File: src/rtl/imem_pkg.sv
// Shared types and constants for the pipelined SimpleARM instruction memory.
package imem_pkg;

    // Default instruction word width.
    localparam int unsigned DATA_W_DEF = 32;

    // ARM encodings: mov r0,r0 (returned on bad fetches) and "b ." (branch to self).
    localparam logic [31:0] ARM_NOP    = 32'hE1A00000;
    localparam logic [31:0] ARM_B_SELF = 32'hEAFFFFFE;

    // Width of the word index carried in each pipeline stage (covers DEPTH up to 64K).
    localparam int unsigned IDX_W = 16;

    // One pipeline stage: occupancy, array word index and error flag.
    typedef struct packed {
        logic             valid;
        logic [IDX_W-1:0] idx;
        logic             err;
    } imem_stage_t;

    // True when a zero-extended word index addresses a real array entry.
    function automatic logic idx_in_range(input logic [63:0] widx, input int unsigned depth);
        return widx < 64'(depth);
    endfunction

endpackage

File: src/rtl/imem_array.sv
// Instruction storage: one synchronous read port with enable, one write port.
// No reset on the storage or the read register so the tools can map it to block RAM.
module imem_array
    import imem_pkg::*;
#(
    parameter int unsigned DEPTH  = 128,
    parameter int unsigned DATA_W = DATA_W_DEF,
    localparam int unsigned AW    = $clog2(DEPTH)
) (
    input  logic              clk_i,
    input  logic              re_i,
    input  logic [AW-1:0]     raddr_i,
    output logic [DATA_W-1:0] rdata_o,
    input  logic              we_i,
    input  logic [AW-1:0]     waddr_i,
    input  logic [DATA_W-1:0] wdata_i
);

    logic [DATA_W-1:0] mem_q [DEPTH];
    logic [DATA_W-1:0] rdata_q;

    // Write port and registered read; the read register holds when re_i is low.
    always_ff @(posedge clk_i) begin
        if (we_i) begin
            mem_q[waddr_i] <= wdata_i;
        end
        if (re_i) begin
            rdata_q <= mem_q[raddr_i];
        end
    end

    assign rdata_o = rdata_q;

endmodule

File: src/rtl/imem_pipelined.sv
// Pipelined instruction memory: fetch request/response handshake with configurable
// read latency, response backpressure, flush for branch redirection and a program-load
// write port. Stage 1 is the synchronous array read; later stages only carry data.
module imem_pipelined
    import imem_pkg::*;
#(
    parameter int unsigned       ADDR_W    = 32,
    parameter int unsigned       DATA_W    = DATA_W_DEF,
    parameter int unsigned       DEPTH     = 128,
    parameter int unsigned       LATENCY   = 1,
    parameter logic [DATA_W-1:0] FILL_WORD = DATA_W'(ARM_NOP)
) (
    input  logic              clk,
    input  logic              reset,
    input  logic              req_valid,
    output logic              req_ready,
    input  logic [ADDR_W-1:0] req_addr,
    output logic              rsp_valid,
    input  logic              rsp_ready,
    output logic [DATA_W-1:0] rsp_data,
    output logic              rsp_err,
    input  logic              flush,
    input  logic              prog_en,
    input  logic [ADDR_W-1:0] prog_addr,
    input  logic [DATA_W-1:0] prog_data
);

    localparam int unsigned AW = $clog2(DEPTH);

    // Handshake control.
    logic stall;
    logic accept;

    // Request decode.
    logic [ADDR_W-3:0] req_widx;
    logic [AW-1:0]     req_aidx;
    logic              req_misaligned;
    logic              req_oor;
    logic              req_err;

    // Program port decode.
    logic [AW-1:0]     prog_aidx;
    logic              prog_we;

    // Array read data (valid in the cycle after an accepted, error-free fetch).
    logic [DATA_W-1:0] rdata;

    // Per-stage views, indexed 0 .. LATENCY-1 (stage 1 is index 0).
    imem_stage_t       stage      [LATENCY];
    logic [DATA_W-1:0] stage_data [LATENCY];

    assign req_widx       = req_addr[ADDR_W-1:2];
    assign req_aidx       = req_addr[2 +: AW];
    assign req_misaligned = |req_addr[1:0];
    assign req_oor        = !idx_in_range(64'(req_widx), DEPTH);
    assign req_err        = req_misaligned | req_oor;

    assign prog_aidx = prog_addr[2 +: AW];
    assign prog_we   = prog_en & idx_in_range(64'(prog_addr[ADDR_W-1:2]), DEPTH);

    // The last stage drives the response; data is forced to zero when nothing is valid.
    assign rsp_valid = stage[LATENCY-1].valid;
    assign rsp_err   = stage[LATENCY-1].valid & stage[LATENCY-1].err;
    assign rsp_data  = rsp_valid ? stage_data[LATENCY-1] : '0;

    assign stall     = rsp_valid & ~rsp_ready;
    assign req_ready = ~stall & ~prog_en;
    assign accept    = req_valid & req_ready;

    // Bad fetches never touch the array, so an out-of-range address cannot alias.
    imem_array #(
        .DEPTH  (DEPTH),
        .DATA_W (DATA_W)
    ) u_array (
        .clk_i   (clk),
        .re_i    (accept & ~req_err),
        .raddr_i (req_aidx),
        .rdata_o (rdata),
        .we_i    (prog_we),
        .waddr_i (prog_aidx),
        .wdata_i (prog_data)
    );

    for (genvar g = 0; g < LATENCY; g++) begin : gen_stage
        imem_stage_t st_q;
        imem_stage_t st_d;

        if (g == 0) begin : gen_head
            // Head stage: load on accept, hold on stall, otherwise drain to empty.
            // A request accepted alongside a flush is the redirect target and is kept.
            always_comb begin
                st_d = st_q;
                if (accept) begin
                    st_d.valid = 1'b1;
                    st_d.idx   = IDX_W'(req_aidx);
                    st_d.err   = req_err;
                end else if (flush || !stall) begin
                    st_d = '0;
                end
            end

            // Errored fetches substitute the fill word for the (unread) array output.
            assign stage_data[g] = st_q.err ? FILL_WORD : rdata;
        end else begin : gen_tail
            logic [DATA_W-1:0] data_q;
            logic [DATA_W-1:0] data_d;

            // Tail stage: shift from the previous stage unless stalled; flush always empties.
            always_comb begin
                st_d   = st_q;
                data_d = data_q;
                if (!stall) begin
                    st_d   = stage[g-1];
                    data_d = stage_data[g-1];
                end
                if (flush) begin
                    st_d = '0;
                end
            end

            // Carried instruction word for this stage.
            always_ff @(posedge clk or posedge reset) begin
                if (reset) begin
                    data_q <= '0;
                end else begin
                    data_q <= data_d;
                end
            end

            assign stage_data[g] = data_q;
        end

        // Stage control register; reset empties the pipeline.
        always_ff @(posedge clk or posedge reset) begin
            if (reset) begin
                st_q <= '0;
            end else begin
                st_q <= st_d;
            end
        end

        assign stage[g] = st_q;
    end

    // The last stage's index and the byte-offset bits of prog_addr are informational only.
    logic unused_bits;
    assign unused_bits = ^{stage[LATENCY-1].idx, prog_addr[1:0]};

endmodule

File: config.mk
export PLATFORM = sky130hd
export DESIGN_NAME = imem_pipelined
export DESIGN_NICKNAME = d
export VERILOG_FILES = /design/src/rtl/imem_pkg.sv /design/src/rtl/imem_array.sv /design/src/rtl/imem_pipelined.sv
export SDC_FILE = /design/constraint.sdc
export NUM_CORES = 2
export LEC_CHECK = 0
export ABC_CLOCK_PERIOD_IN_PS = 6200
export CORE_MARGIN = 8
export CORE_UTILIZATION = 67
export DETAILED_ROUTE_END_ITERATION = 6
export PLACE_DENSITY = 0.9
export SYNTH_ARGS = -nofsm -noshare
export SYNTH_HDL_FRONTEND = slang
export SYNTH_SLANG_ARGS = --single-unit
File: constraint.sdc
create_clock -name clk -period 6.2 [get_ports clk]
set_clock_uncertainty 0.1 [all_clocks]
set_input_delay 1.86 -clock clk [delete_from_list [all_inputs] [get_ports clk]]
set_output_delay 1.86 -clock clk [all_outputs]
set_load 0.05 [all_outputs]
# == After elaboration in Yosys (flattened, before gate mapping) ==
# Memory sizes are Yosys's and may differ from the RTL's. A register that Yosys moved wholly into a read port is not among the register bits.
# Cells that the tools add are included.
# classes
addsub,0
mul,0
div,0
n_lt_le_gt_ge,2
n_eq_ne,0
shift,0
n_mux,6
n_bitwise,11
n_reduce_logical,5
# ops
cell,count
$mux W32,2
$lt A30 B8 Y1 const B,2
$mux W18,2
$and A1 B1 Y1,6
$not A1 Y1,4
$logic_not A1 Y1,2
$mux W1,2
$reduce_bool A2 Y1,1
$reduce_or A2 Y1,1
$logic_or A1 B1 Y1,1
$or A1 B1 Y1,1
# totals
register_bits,2
latchBits,0
ramBits,4096
mem_bits_ro,0
input_bits,102
output_inout_bits,35
mem_count,1
# mem_list
memory,depth,width,rd,rd_clocked_by_memory_dff,wr,line,rtl
u_array.mem_q,128,32,1,1,1,imem_array.sv:19,logic [DATA_W-1:0] mem_q [DEPTH];

# == Logic depth before layout (Yosys ltp) ==
# logic_depth
word_depth,6
depth_mapped,8
mapped_depth_nobuf,4

# == Cells and area by module ==
# From an unflattened synthesis, not the netlist that was laid out.
# hier_totals
cells_unflattened,6058
area_unflattened_um2,157103.2
# by_module_without_submodules
mod,n_inst,cells_per_inst,area_each_um2,seq_area_each_um2
imem_array,1,5990,156596.4,123958.9
imem_pipelined,1,68,506.7,50.0

# == Worst setup path after synthesis ==
# No wires, ideal clock.
# synth_timing
path_kind,input-to-reg
startpoint,input rsp_ready
endpoint,"register u_array.rdata_q[0] (netlist: u_array.rdata_o[0]), read port of u_array.mem_q, enable pin"
setup_time_ps,461
arrival_ps,5143
slack_ps,496
stages,4
n_path_buf,0
path_cell_list,nand2b_1 -> nor2b_1 -> nand2_1 -> nor3_1
# synth_between
elab_chain_len,6
# synth_rtl
element,line,rtl
from (decl),imem_pipelined.sv:19,"input logic rsp_ready,"
$not A1 Y1,imem_pipelined.sv:66,assign stall = rsp_valid & ~rsp_ready;
$and A1 B1 Y1,imem_pipelined.sv:66,
$not A1 Y1,imem_pipelined.sv:67,assign req_ready = ~stall & ~prog_en;
$and A1 B1 Y1,imem_pipelined.sv:67,
via req_ready,imem_pipelined.sv:16,"output logic req_ready,"
$and A1 B1 Y1,imem_pipelined.sv:68,assign accept = req_valid & req_ready;
$and A1 B1 Y1,imem_pipelined.sv:76,".re_i (accept & ~req_err),"
via u_array.re_i,imem_array.sv:11,"input logic re_i,"
to (decl),imem_array.sv:20,logic [DATA_W-1:0] rdata_q;
# The timed path passes the listed nets, and every way through them passes these cells.
# A chain may end at the register's enable or synchronous reset.

# == Worst setup path after layout ==
# layout_timing
startpoint,register gen_stage[0].st_q (netlist bit rsp_valid)
endpoint,output rsp_data[28]
# layout_between
elab_chain_len,1
# layout_rtl
element,line,rtl
from (decl),imem_pipelined.sv:85,imem_stage_t st_q;
from (signal assigned),imem_pipelined.sv:138,st_q <= st_d;
$mux W32,imem_pipelined.sv:64,assign rsp_data = rsp_valid ? stage_data[LATENCY-1] : '0;
to (decl),imem_pipelined.sv:20,"output logic [DATA_W-1:0] rsp_data,"
# Every way passes these cells.

==> results_dict.tcl <==
set metrics [dict create \
    synthTopCellsByArea "edfxtp_1 79%, mux4_2 19%, clkbuf_1 0.44%, nor2_1 0.32%, buf_2 0.23%" \
    fmax_mhz 173 \
    finalCriticalPeriod_ns 5.78 \
    maxSlewHeadroom 0.0773 \
    finalMaxSlewViolations 0 \
    portBuffers 134 \
    antenna_left 0 \
    hold_viol_final 0 \
    clock-root-buffer "clkbuf_16" \
    status "finished with violations" \
    switchingPower_mw 13.4 \
    synth_nets 6147 \
    syn-cell-area_mm2 0.157 \
    cts_buffers 393 \
    grt_max_degree 90 \
    dpl.hpwl_um 265000 \
    synth-compound-area-share 0.000351 \
    synth_flop_cell "edfxtp_1" \
    gp_congestion 0.899 \
    layout-drive-gt1-share 0.355 \
    yosysUniqueCellTypes 25 \
    ir_drop_uv 307 \
    yosys.area_share.simple 0.00624 \
    die_h_um 500 \
    clock_latency_ns 1.02 \
    vias_per_cell 8.47 \
    antenna_found_initial 87 \
    first_iter_violations 19000 \
    postCtsResizedCells 0 \
    min_path_type "flop to flop" \
    cts_tree "done" \
    required_ns 4.24 \
    final_util 0.767 \
    cellLeakagePower_nw 54.9 \
    htreeDepth 5 \
    drc 4 \
    die_w_um 500 \
    r2r_start "u_array.mem_q[109][15]" \
    vias 85500 \
    first_pass_iters 7 \
    track_usage 0.414 \
    r2r_slack_ns 2.95 \
    start_util 0.674 \
    final.setup.tns_ns 0 \
    worstHoldEndpoint "gen_stage[0].st_q[0]" \
    r2r-end "u_array.rdata_o[15]" \
    internal_power_mw 45.5 \
    setup.worst_path.class "flop to output port" \
    violations "DRC" \
    area_delta_synth_final_pct 13.7 \
    hold_start "gen_stage[0].st_q[0]" \
    start_kind "flop" \
    setup_ws_ns 0.418 \
    overflow 0 \
    drt_wl_total_um 529000 \
    dp_slack_ns 0.555 \
    core_area_mm2 0.233 \
    worst_slew_pin_slew_ns 1.38 \
    p_seq_frac 0.521 \
    synth_top_family_by_area "multiplexers" \
    ys_async_sr_fraction 0.000484 \
    yosysSeqAreaShare 0.790 \
    multi_input_area_mm2 0.0326 \
    final_nets 6710 \
    post-cts-setup-buffer-count 0 \
    arrival_ns 3.82 \
    seq_area_mm2 0.124 \
    crit_path_max_fanout 26 \
    synth_edf_count 4128 \
    p_per_area_mw_per_mm2 330 \
    yosys.area_share.adder 0 \
    holdBufCountCts 0 \
    cts.path.max_buffers 4 \
    endpoint_kind "output port" \
    grt_setup_unrepaired "false" \
    finalSetupViolations 0 \
    yosys_warnings 0 \
    syn_inst 6045 \
    synth_top_area_frac 0.790 \
    synth.area.mux_share 0.195 \
    synth-xor-area-share 0 \
    r2r_cells 4 \
    min_path_cells 2 \
    grt_pass1_wl_um 709000 \
    yosysTopAreaCell "edfxtp_1" \
    syn_area_per_cell_um2 26.0 \
    clk_pin_slew_ns 0.06 \
    pin_count 137 \
    drv_cap 0 \
    cts_sinks 4130 \
    fp.dieArea_mm2 0.250 \
    clockPowerShare 0.424 \
    finalPower_mw 58.9 \
    fill_cells 10100 \
    synth-seq-cells 4130 \
    grt_pass1_vias 80500 \
    swShare 0.227 \
    wl_per_cell_um 52.4 \
    fin_crit_sh 0.933 \
    combinationalPowerShare 0.055 \
    row_count 177 \
]
-- metrics by stage --
step | hold slack, ns | area, um^2 | cells
after detailed placement | 0.726 | 166000 | 9345
after global placement | 0.565 | 166000 | 9345
after global routing | 0.769 | 178000 | 10100
after floorplan | 0.573 | 157000 | 6045
after CTS | 0.795 | 178000 | 10000
final | 0.798 | 178000 | 10100
-- registers in the layout, summed over array words and instances, names as in the netlist --
| register | count |
|---|---|
| u_array.mem_q | 4096 |
| u_array.rdata_o | 32 |
| gen_stage.st_q | 1 |
| rsp_valid | 1 |
-- cells in the mapped netlist (all sizes together), types with 2 or more instances --
| master | count |
|---|---|
| nor3 | 2 |
| mux2 | 32 |
| o21a | 6 |
| nor2 | 135 |
| or4 | 2 |
| edfxtp | 4128 |
| and2 | 28 |
| nand2 | 11 |
| nor4 | 8 |
| mux4 | 1344 |
| buf | 133 |
| dfrtp | 2 |
| clkbuf | 183 |
| nand4b | 4 |
| o21ai | 2 |
| nand4 | 6 |
| nor2b | 8 |
| nand3 | 7 |
-- how the worst max path moves through the flow --
stage	start	endpoint	slack, ns
floorplan	rsp_ready	u_array.rdata_o[0]	0.50
global placement	req_addr[2]	u_array.rdata_o[1]	0.87
detailed placement	req_addr[2]	u_array.rdata_o[15]	0.55
CTS	rsp_valid	rsp_data[28]	0.77
global route	rsp_valid	rsp_data[28]	0.50
finish	rsp_valid	rsp_data[28]	0.42
-- critical path, stage by stage, from the launching register on --
cell and delay (ns):
dfrtp_1 0.66, nor2b_2 0.29, buf_4 0.49, and2_1 0.38, clkdlybuf4s50_1 0.99
-- layout make-up --
class,instances,area share
antenna,55,0.000771
clock buffer,474,0.0582
clock inverter,224,0.0121
inverter,1,0.0000210
multi-input combinational,1598,0.183
sequential,4130,0.695
tap,3132,0.0220
timing repair buffer,484,0.0289
-- power groups by stage --
stage          Clock [mW]  Sequential [mW]  Combinational [mW]
5_1_grt              25.7             30.7                3.21
2_1_floorplan           0             31.3                1.46
6_report             25.0             30.7                3.24
3_5_place_dp            0             31.3                2.88
4_1_cts              24.7             30.7                3.03
3_3_place_gp            0             31.3                2.63
-- cells in the final DEF, fill, tap and decap left out, types with 2 or more instances in the layout --
cell / synthesis / routed
nand4_1: 6 / 6
nand3_1: 7 / 7
and2_1: 28 / 28
nor2b_1: 8 / 7
nor4_1: 8 / 8
mux2_2: 32 / 32
nor2_1: 135 / 7
clkinv_2: 0 / 77
clkbuf_1: 183 / 68
clkinvlp_4: 0 / 24
buf_8: 0 / 3
diode_2: 0 / 55
nand2_1: 11 / 11
buf_4: 2 / 285
mux4_2: 1344 / 1344
inv_6: 0 / 2
buf_12: 0 / 100
o21ai_0: 2 / 2
nand4b_1: 4 / 4
or4_1: 2 / 2
bufinv_16: 0 / 42
clkdlybuf4s50_1: 0 / 94
clkbuf_8: 0 / 3
o21a_1: 6 / 6
dfrtp_1: 2 / 2
clkinv_4: 0 / 5
edfxtp_1: 4128 / 4128
clkinv_1: 0 / 74
clkbuf_16: 0 / 403
nor2_4: 0 / 128
-- cells by family after synthesis --
| kind of cell | after synthesis |
|---|---|
| multiplexers | 1376 |
| flip-flops | 4130 |
| AO/OA/AOI/OAI | 8 |
| buffers and inverters | 317 |
| AND/OR/NAND/NOR | 214 |
-- routing by layer --
| metal | global-route usage | vias to the layer above | wire length, um |
|---|---|---|---|
| li1 | - | 27800 | - |
| met1 | 0.555 | 43000 | 154000 |
| met2 | 0.622 | 12300 | 240000 |
| met3 | 0.143 | 2367 | 95100 |
| met4 | 0.204 | 62 | 39400 |
| met5 | 0.00476 | - | 537 |
Note: power is estimated with default switching activity, not from simulation.
